## src/rtl/board_level_data_pkg.sv

```systemverilog
`default_nettype none
// ============================================================================
//  Package     : board_level_data_pkg
//  Description : Symbol type codes, IDLE symbol and the item-to-symbol
//                encoder shared by the lane transmitter and receiver decoder.
//                A symbol is {type[1:0], payload}. Only DATA carries a payload.
//                The payload is carried at MAX_DW bits so the encoder can
//                serve any DATA_WIDTH below that. Callers keep the low
//                DATA_WIDTH bits.
//  Revision    : 1.0 - initial release
// ============================================================================
package board_level_data_pkg;

  localparam int unsigned MAX_DW = 32;

  typedef enum logic [1:0] {
    SYM_IDLE  = 2'b00,
    SYM_DATA  = 2'b01,
    SYM_START = 2'b10,
    SYM_END   = 2'b11
  } sym_type_e;

  typedef struct packed {
    sym_type_e               kind;
    logic [MAX_DW-1:0]       payload;
  } sym_t;

  localparam sym_t IDLE_SYM = '{kind: SYM_IDLE, payload: '0};

  // START takes priority when an item is flagged as both start and end.
  function automatic sym_t encode_sym(input logic fs, input logic fe,
                                      input logic [MAX_DW-1:0] d);
    sym_t r;
    r = IDLE_SYM;
    if (fs) begin
      r.kind = SYM_START;
    end else if (fe) begin
      r.kind = SYM_END;
    end else begin
      r.kind    = SYM_DATA;
      r.payload = d;
    end
    return r;
  endfunction

endpackage
`default_nettype wire

```

## src/rtl/board_level_data_sync_fifo.sv

```systemverilog
`default_nettype none
// ============================================================================
//  Module      : board_level_data_sync_fifo
//  Description : Single-clock FIFO. Head word is read from the flop array at
//                the read pointer, so a word written in cycle t is visible at
//                the head from t+1. Pushes while full and pops while empty are
//                ignored. The count is one bit wider than the pointers, so
//                full and empty are never ambiguous.
//  Ports       : clk, rst (sync, active-high)
//                push_i, wdata_i[WIDTH]   write side
//                pop_i, rdata_o[WIDTH]    read side (rdata_o = head)
//                full_o, empty_o, count_o occupancy
//  Revision    : 1.0 - initial release
// ============================================================================
module board_level_data_sync_fifo #(
  parameter int WIDTH = 8,
  parameter int DEPTH = 16
) (
  input  logic                       clk,
  input  logic                       rst,
  input  logic                       push_i,
  input  logic [WIDTH-1:0]           wdata_i,
  input  logic                       pop_i,
  output logic [WIDTH-1:0]           rdata_o,
  output logic                       full_o,
  output logic                       empty_o,
  output logic [$clog2(DEPTH):0]     count_o
);

  localparam int AW = $clog2(DEPTH);
  localparam int CW = AW + 1;

  logic [WIDTH-1:0] mem_q [DEPTH];
  logic [AW-1:0]    wr_ptr_q, wr_ptr_d;
  logic [AW-1:0]    rd_ptr_q, rd_ptr_d;
  logic [CW-1:0]    count_q,  count_d;
  logic             w_push, w_pop;

  assign full_o  = (count_q == CW'(DEPTH));
  assign empty_o = (count_q == '0);
  assign count_o = count_q;
  assign rdata_o = mem_q[rd_ptr_q];

  assign w_push = push_i && !full_o;
  assign w_pop  = pop_i  && !empty_o;

  // Pointers wrap naturally because DEPTH is a power of two.
  always_comb begin
    wr_ptr_d = wr_ptr_q;
    rd_ptr_d = rd_ptr_q;
    count_d  = count_q;
    if (w_push) wr_ptr_d = wr_ptr_q + AW'(1);
    if (w_pop)  rd_ptr_d = rd_ptr_q + AW'(1);
    case ({w_push, w_pop})
      2'b10:   count_d = count_q + CW'(1);
      2'b01:   count_d = count_q - CW'(1);
      default: count_d = count_q;
    endcase
  end

  always_ff @(posedge clk) begin
    if (rst) begin
      wr_ptr_q <= '0;
      rd_ptr_q <= '0;
      count_q  <= '0;
    end else begin
      wr_ptr_q <= wr_ptr_d;
      rd_ptr_q <= rd_ptr_d;
      count_q  <= count_d;
    end
  end

  // Storage needs no reset; only words below count are ever observed.
  always_ff @(posedge clk) begin
    if (w_push) mem_q[wr_ptr_q] <= wdata_i;
  end

endmodule
`default_nettype wire

```

## src/rtl/board_level_data_transmitter_lanes.sv

```systemverilog
`default_nettype none
// ============================================================================
//  Module      : board_level_data_transmitter_lanes
//  Description : Buffers tagged frame items, encodes each into a SYM_W-bit
//                symbol and serialises it MSB first over LANES wires, one
//                beat per bit_tick. IDLE is sent whenever the buffer is
//                empty at a symbol boundary.
//  Ports       : clk, rst (sync, active-high)
//                bit_tick                 advance serialiser one beat
//                frame_start, frame_end   item markers (data ignored)
//                data[DATA_WIDTH], we     item write
//                full, overflow (sticky)  buffer status
//                serial_data[LANES]       current beat, lane LANES-1 = MSBs
//                sym_align                first beat of a symbol
//                level, almost_full       only with BOARD_LEVEL_TX_LEVEL_EN
//  Config      : `define BOARD_LEVEL_TX_LEVEL_EN adds the level/almost_full
//                occupancy ports.
//  Revision    : 1.0 - initial release
// ============================================================================
module board_level_data_transmitter_lanes
  import board_level_data_pkg::*;
#(
  parameter int DATA_WIDTH = 6,
  parameter int LANES      = 1,
  parameter int FIFO_DEPTH = 16,
  parameter int AF_THRESH  = 12
) (
  input  logic                  clk,
  input  logic                  rst,
  input  logic                  bit_tick,
  input  logic                  frame_start,
  input  logic                  frame_end,
  input  logic [DATA_WIDTH-1:0] data,
  input  logic                  we,
  output logic                  full,
  output logic                  overflow,
  output logic [LANES-1:0]      serial_data,
  output logic                  sym_align
`ifdef BOARD_LEVEL_TX_LEVEL_EN
  ,
  output logic [$clog2(FIFO_DEPTH+1)-1:0] level,
  output logic                  almost_full
`endif
);

  localparam int SYM_W = DATA_WIDTH + 2;
  localparam int BEATS = SYM_W / LANES;
  localparam int BW    = (BEATS > 1) ? $clog2(BEATS) : 1;
  localparam int CW    = $clog2(FIFO_DEPTH) + 1;

  if ((SYM_W % LANES) != 0) begin : g_check_lanes
    $error("LANES must divide DATA_WIDTH+2");
  end

  logic [SYM_W-1:0]      shift_q, shift_d;
  logic [BW-1:0]         beat_q,  beat_d;
  logic                  overflow_q, overflow_d;

  logic                  w_empty;
  logic [SYM_W-1:0]      w_head;
  logic [CW-1:0]         w_count;
  logic                  w_boundary;
  logic                  w_pop;
  sym_t                  w_enc;
  logic [SYM_W-1:0]      w_sym;
  logic [MAX_DW-DATA_WIDTH-1:0] w_pad_unused;

  // Stored item layout is {frame_start, frame_end, data}.
  board_level_data_sync_fifo #(
    .WIDTH (SYM_W),
    .DEPTH (FIFO_DEPTH)
  ) u_fifo (
    .clk     (clk),
    .rst     (rst),
    .push_i  (we),
    .wdata_i ({frame_start, frame_end, data}),
    .pop_i   (w_pop),
    .rdata_o (w_head),
    .full_o  (full),
    .empty_o (w_empty),
    .count_o (w_count)
  );

  // The last beat's tick is the symbol boundary: it pops and reloads.
  assign w_boundary = bit_tick && (beat_q == BW'(BEATS - 1));
  assign w_pop      = w_boundary && !w_empty;

  assign w_enc        = encode_sym(w_head[SYM_W-1], w_head[SYM_W-2],
                                   MAX_DW'(w_head[DATA_WIDTH-1:0]));
  assign w_sym        = {w_enc.kind, w_enc.payload[DATA_WIDTH-1:0]};
  assign w_pad_unused = w_enc.payload[MAX_DW-1:DATA_WIDTH];

  always_comb begin
    shift_d    = shift_q;
    beat_d     = beat_q;
    overflow_d = overflow_q | (we & full);
    if (bit_tick) begin
      if (w_boundary) begin
        beat_d  = '0;
        shift_d = w_pop ? w_sym : SYM_W'(IDLE_SYM);
      end else begin
        beat_d  = beat_q + BW'(1);
        shift_d = shift_q << LANES;
      end
    end
  end

  always_ff @(posedge clk) begin
    if (rst) begin
      shift_q    <= '0;
      beat_q     <= '0;
      overflow_q <= 1'b0;
    end else begin
      shift_q    <= shift_d;
      beat_q     <= beat_d;
      overflow_q <= overflow_d;
    end
  end

  assign serial_data = shift_q[SYM_W-1 -: LANES];
  assign sym_align   = (beat_q == '0);
  assign overflow    = overflow_q;

`ifdef BOARD_LEVEL_TX_LEVEL_EN
  assign level       = ($clog2(FIFO_DEPTH+1))'(w_count);
  assign almost_full = (w_count >= CW'(AF_THRESH));
`else
  logic w_count_unused;
  assign w_count_unused = ^w_count;
`endif

endmodule
`default_nettype wire

```

## config.mk

```make
export PLATFORM = sky130hd
export DESIGN_NAME = board_level_data_transmitter_lanes
export DESIGN_NICKNAME = d
export VERILOG_FILES = /design/src/rtl/board_level_data_pkg.sv /design/src/rtl/board_level_data_sync_fifo.sv /design/src/rtl/board_level_data_transmitter_lanes.sv
export SDC_FILE = /design/constraint.sdc
export NUM_CORES = 1
export LEC_CHECK = 0
export CORE_MARGIN = 2
export CORE_UTILIZATION = 51
export DETAILED_ROUTE_END_ITERATION = 10
export MAX_ROUTING_LAYER = met4
export PLACE_DENSITY = 0.78
export SLEW_MARGIN = 20
export SYNTH_ARGS = -nofsm -noshare
export SYNTH_HDL_FRONTEND = slang
export SYNTH_SLANG_ARGS = --single-unit
```

## constraint.sdc

```tcl
create_clock -name clk -period 7.9 [get_ports clk]
set_clock_uncertainty 0.05 [all_clocks]
set_input_delay 1.58 -clock clk [delete_from_list [all_inputs] [get_ports clk]]
set_output_delay 1.58 -clock clk [all_outputs]
set_load 0.02 [all_outputs]
```

==> impl_metrics.toml, run 1 <==
[place]
placed_cells = 563
place.gp.congestion = 0.882
hpwl_um = 7530
place.port_buffers = 15

[sta]
worstMarginPinSlew_ns = 1.10
finalCriticalPeriod_ns = 4.38
final_max_slew_viol_count = 0
setup_violations = 0
maxSlewHeadroom_pct = 26.5
rsz0062_at_grt = "no"
fmax_ghz = 0.229
finalCritPeriodShare_pct = 55.4
finalSetupTns_ns = 0
hold_violations = 0

[die]
die_h_um = 116
die_area_mm2 = 0.0136
core_mm2 = 0.0125
die_x_um = 116
start_util_pct = 51.8
rows = 41
io_pins = 16

[synthesis]
yosysWarnings = 0
ys_seq_area_share_pct = 68.6
synth-edff-count = 128
syn_avg_cell_area_um2 = 16.4
synth_nets = 417
synth_cells = 394
async_flop_share_pct = 0
ys_types = 49
yosys_most_used_dff = "edfxtp_1"
ys_ff_latch = 157
syn_area_mm2 = 0.00645

[grt]
antenna_found_initial = 0
grt_max_degree = 37
track_usage_pct = 20.7
grt_overflow = 0
grt_pass1_vias = 3355
grt_pass1_wl_um = 19100

[worst_hold_path]
min_path_type = "flip-flop to flip-flop"
hold_depth = 2

[critical_path]
rr_worst_depth = 12
critPathCaptureType = "flip-flop"
arrival_ns = 4.64
critPathMaxFanout = 11
crit_path_start_kind = "input port"
crit_required_ns = 8.16
critical_path_class = "input port to flip-flop"

[job]
timing.max_cap.violations = 0

[cts]
clockRootBuffer = "clkbuf_16"
cts_tree = "done"
clock_sinks = 157
cts_resized = 0
cts-buffers-inserted = 17
post_cts_buffers = 0
clk_pin_slew_ns = 0.06
insertion_delay_ns = 0.43
hold_buffers = 0
htreeDepth = 4
cts_buffer_depth = 2

[drt]
vias_per_cell = 5.69
drt_iter0_markers = 305
route.detailed.drc = 0
wire_per_inst_um = 21.1
drt_pass1_iterations = 5
vias = 3373
ant_nets = 0
routed_wl_um = 12500

[cells_and_area]
finalNonFillerCells = 593
n_antenna_cell = 0
syn_to_final_growth_pct = 12.3
num-nets-final = 433
layout-drive-gt1-share_pct = 17.8
layout_commonest_cell = "edfxtp_1"
layout_common_cells = "edfxtp_1 (128), nor2_1 (37), mux4_2 (31)"
fill_cells = 933

[power_and_ir_drop]
p_per_area_mw_per_mm2 = 236
ir_drop_mv = 0.170
power.leakage_nw = 2.34

[run_status]
status = "completed"
## synth_stat cells, drive strengths merged, types with 2 or more instances
cell	n	area, um^2
edfxtp	128	3840
nor2	39	146
mux4	31	698
dfxtp	29	581
a21oi	21	124
nand2	20	75.1
mux2i	16	160
buf	12	108
ha	11	138
clkbuf	10	37.5
inv	9	33.8
xor2	7	61.3
nand2b	6	37.5
nor3	6	30.0
o21ai	6	30.0
nor2b	5	31.3
o2bb2ai	5	43.8
a211oi	3	22.5
nand4	3	25.0
a211o	2	17.5
and2	2	12.5
mux2	2	26.3
nor3b	2	15.0
nor4	2	12.5
o211ai	2	20.0
o22ai	2	12.5
xnor2	2	17.5
## path summary, 6_finish.rpt
kind | startpoint | endpoint | slack [ns]
worst min register to register | overflow | overflow | 0.42
worst max register to register | beat_q[0] | u_fifo.count_o[4] | 4.52
worst min-delay path | overflow | overflow | 0.42
worst max-delay path | bit_tick | u_fifo.count_o[4] | 3.52
## where the power goes
part           leakage, nW  switching, mW  internal (mW)
logic                0.686         0.0347         0.0219
clock network        0.262          0.312          0.428
registers             1.39        0.00709          0.905
total                 2.34          0.354           1.36
## layer usage
metal	vias to the layer above	routed length, um	track usage [%]
met3	18	846	4.88
met5	-	0	-
met2	104	6290	33.1
met1	1711	5150	25.3
met4	0	226	9.29
li1	1540	-	-
## final cells by class
class	instances	area (um^2)	share of cell area, %
Clock buffer	19	433	5.97
Tap cell	172	215	2.97
Timing Repair Buffer	19	175	2.42
Sequential cell	157	4420	61.0
Clock inverter	11	96.3	1.33
Multi-Input combinational cell	205	1870	25.7
Inverter	10	37.5	0.518
## sequential cells by signal, indices dropped and copies added (netlist names), named ones only
register and cells:
u_fifo.mem_q 128, overflow 1, u_fifo.rd_ptr_q 4, u_fifo.count_o 5, beat_q 3, shift_q 8, u_fifo.wr_ptr_q 4
## through the flow
step           utilization (%)  setup WS (ns)  area, um^2  total power [mW]  hold slack [ns]
3_5_place_dp              53.9           3.17        6720             0.987            0.420
4_1_cts                   58.2           3.55        7250              1.72            0.430
6_report                  58.1           3.52        7250              1.71            0.422
3_3_place_gp              53.9           3.30        6720             0.982            0.406
2_1_floorplan                -           4.22        6450             0.960            0.400
5_1_grt                   58.1           3.32        7250              1.75            0.446
## cell families after synthesis
logic type	count (synthesis)	synth area share, %
fa+ha+maj	11	2.13
simple gates	90	6.59
compound gates	46	4.94
xor+xnor	9	1.22
buf+inv	32	2.83
flops	157	68.6
mux	49	13.7
## worst max-delay path, stage by stage
cell and delay [ns]:
clkdlybuf4s50_1 0.69, and2_1 0.27, o21a_1 0.32, ha_1 0.36, xor2_1 0.11, ha_1 0.23
o21ai_0 0.20, nand2b_1 0.11, a211o_1 0.29, a21oi_1 0.14, mux2_1 0.33
(Power assumes the default switching activity.)
==> inputs of run 2 (changes only) <==
==> constraint.sdc (replaced) <==
create_clock -name clk -period 4.49 [get_ports clk]
set_clock_uncertainty 0.05 [all_clocks]
set_input_delay 0.898 -clock clk [delete_from_list [all_inputs] [get_ports clk]]
set_output_delay 0.898 -clock clk [all_outputs]
set_load 0.02 [all_outputs]
==> run 2 against run 1 <==
Die area unchanged. Clock power grew 92%. Wire length increased by 2.0%. Setup slack got worse by 2.6 ns.
==> impl_metrics.toml, run 2 (synthesis gave the netlist of run 1 again) <==
[worst_hold_path]
min_path_type = "flip-flop to flip-flop"
hold_depth = 2

[grt]
top_usage_layer = "met2"
grt_max_degree = 20
grtUsageMet1_pct = 24.8
antenna_found_initial = 0
grt_use_met2_pct = 33.6
track_usage_pct = 20.9
grt_overflow = 0
grt_use_met3_pct = 5.81
grt_pass1_vias = 3425
grt_pass1_wl_um = 19000

[cells_and_area]
largest_reg_flops = 128
layout-drive-gt1-share_pct = 19.2
syn_to_final_growth_pct = 14.1
n_antenna_cell = 0
num-nets-final = 442
top_register = "u_fifo.mem_q"
utilization_pct = 59.0
finalNonFillerCells = 604
fill_cells = 901
final_area_mm2 = 0.00736
layout_common_cells = "edfxtp_1 (128), nor2_1 (39), mux4_2 (31)"
layout_commonest_cell = "edfxtp_1"

[critical_path]
cp.depth = 12
critical_path_class = "input port to flip-flop"
timing.rr.start = "beat_q[0]"
arrival_ns = 3.79
path_cells = "clkdlybuf4s50_1, buf_4, and2_1, o21a_1, ha_1, xor2_1, ha_1, o21ai_0, nand2b_1, a211o_1, a21oi_1, mux2_1"
critPathCaptureType = "flip-flop"
crit_path_start_kind = "input port"
crit_buf_inv = 2
rr_worst_depth = 12
cpMostUsedCell = "ha_1"
crit_required_ns = 4.75
slowest_stage = "clkdlybuf4s50_1"
crit_family = "compound AO/OA/AOI/OAI gates"
r2r_setup_slack_ns = 1.13
critPathMaxFanout = 11
rr_endpoint = "u_fifo.count_o[4]"
max_stage_delay_ns = 0.46
crit_path_end = "u_fifo.count_o[4]"
startpoint = "bit_tick"

[die]
start_util_pct = 51.8
core_mm2 = 0.0125
die_x_um = 116
die_area_mm2 = 0.0136
die_h_um = 116
rows = 41
io_pins = 16

[place]
hpwl_um = 8060
placed_cells = 572
place.gp.congestion = 0.904
dpl_cell_area_mm2 = 0.00677
pre_cts_ws_ns = 0.580
place.port_buffers = 15

[cts]
clockRootBuffer = "clkbuf_16"
post_cts_buffers = 0
cts_resized = 0
insertion_delay_ns = 0.43
cts_tree = "done"
hold_buffers = 0
cts-buffers-inserted = 17
cts_buffer_depth = 2
clk_pin_slew_ns = 0.06
htreeDepth = 4
clock_sinks = 157

[drt]
routed_wl_um = 12800
wire_per_inst_um = 21.1
ant_nets = 0
vias_per_cell = 5.73
route.detailed.drc = 0
vias = 3463
drt_iter0_markers = 423
drt_pass1_iterations = 5

[sta]
final_max_slew_viol_count = 0
finalCritPeriodShare_pct = 78.4
fmax_ghz = 0.284
rsz0062_at_grt = "no"
worstMarginPinSlew_ns = 0.976
finalCriticalPeriod_ns = 3.52
hold_violations = 0
setup_violations = 0
holdWs_ns = 0.422
layout_setup_ws_ns = 0.968
maxSlewHeadroom_pct = 34.7
finalSetupTns_ns = 0

[power_and_ir_drop]
power.leakage_nw = 2.39
power_mw = 3.13
ir_drop_mv = 0.394
p_per_area_mw_per_mm2 = 425

[run_status]
status = "completed"

[job]
timing.max_cap.violations = 0
==> run 2: how the worst min path moves through the flow <==
stage,end,startpoint
floorplan,beat_q[2],beat_q[2]
finish,overflow,overflow
global placement,overflow,overflow
detailed placement,overflow,overflow
CTS,overflow,overflow
global route,overflow,overflow
==> run 2: where the power goes <==
group	leakage (nW)	internal (mW)	total [mW]	switching, mW
Sequential	1.39	1.59	1.60	0.0125
Clock	0.283	0.826	1.42	0.592
Combinational	0.721	0.0424	0.104	0.0618
Total	2.39	2.46	3.13	0.666
==> run 2: layer usage <==
metal  routed length [um]  up-vias
li1                     -     1559
met1                 5170     1761
met2                 6540      120
met3                  783       23
met4                  274        0
met5                    0        -
==> run 2: final cells by class <==
cell class | count | area, um^2 | area share [%]
inverters | 10 | 37.5 | 0.510
well taps | 172 | 215 | 2.92
flip-flops and latches | 157 | 4430 | 60.1
repair buffers | 28 | 248 | 3.37
multi-input cells | 205 | 1850 | 25.1
clock inverters | 15 | 163 | 2.21
clock buffers | 17 | 425 | 5.78
==> run 2: worst reg2reg max path, stage by stage, from the launching register on <==
cell and delay (ns):
dfxtp_1 0.37, ha_1 0.18, ha_1 0.33, and2_1 0.26, o21a_1 0.32, ha_1 0.36
xor2_1 0.12, ha_1 0.23, o21ai_0 0.17, nand2b_1 0.08, a211o_1 0.29, a21oi_1 0.15
mux2_1 0.33
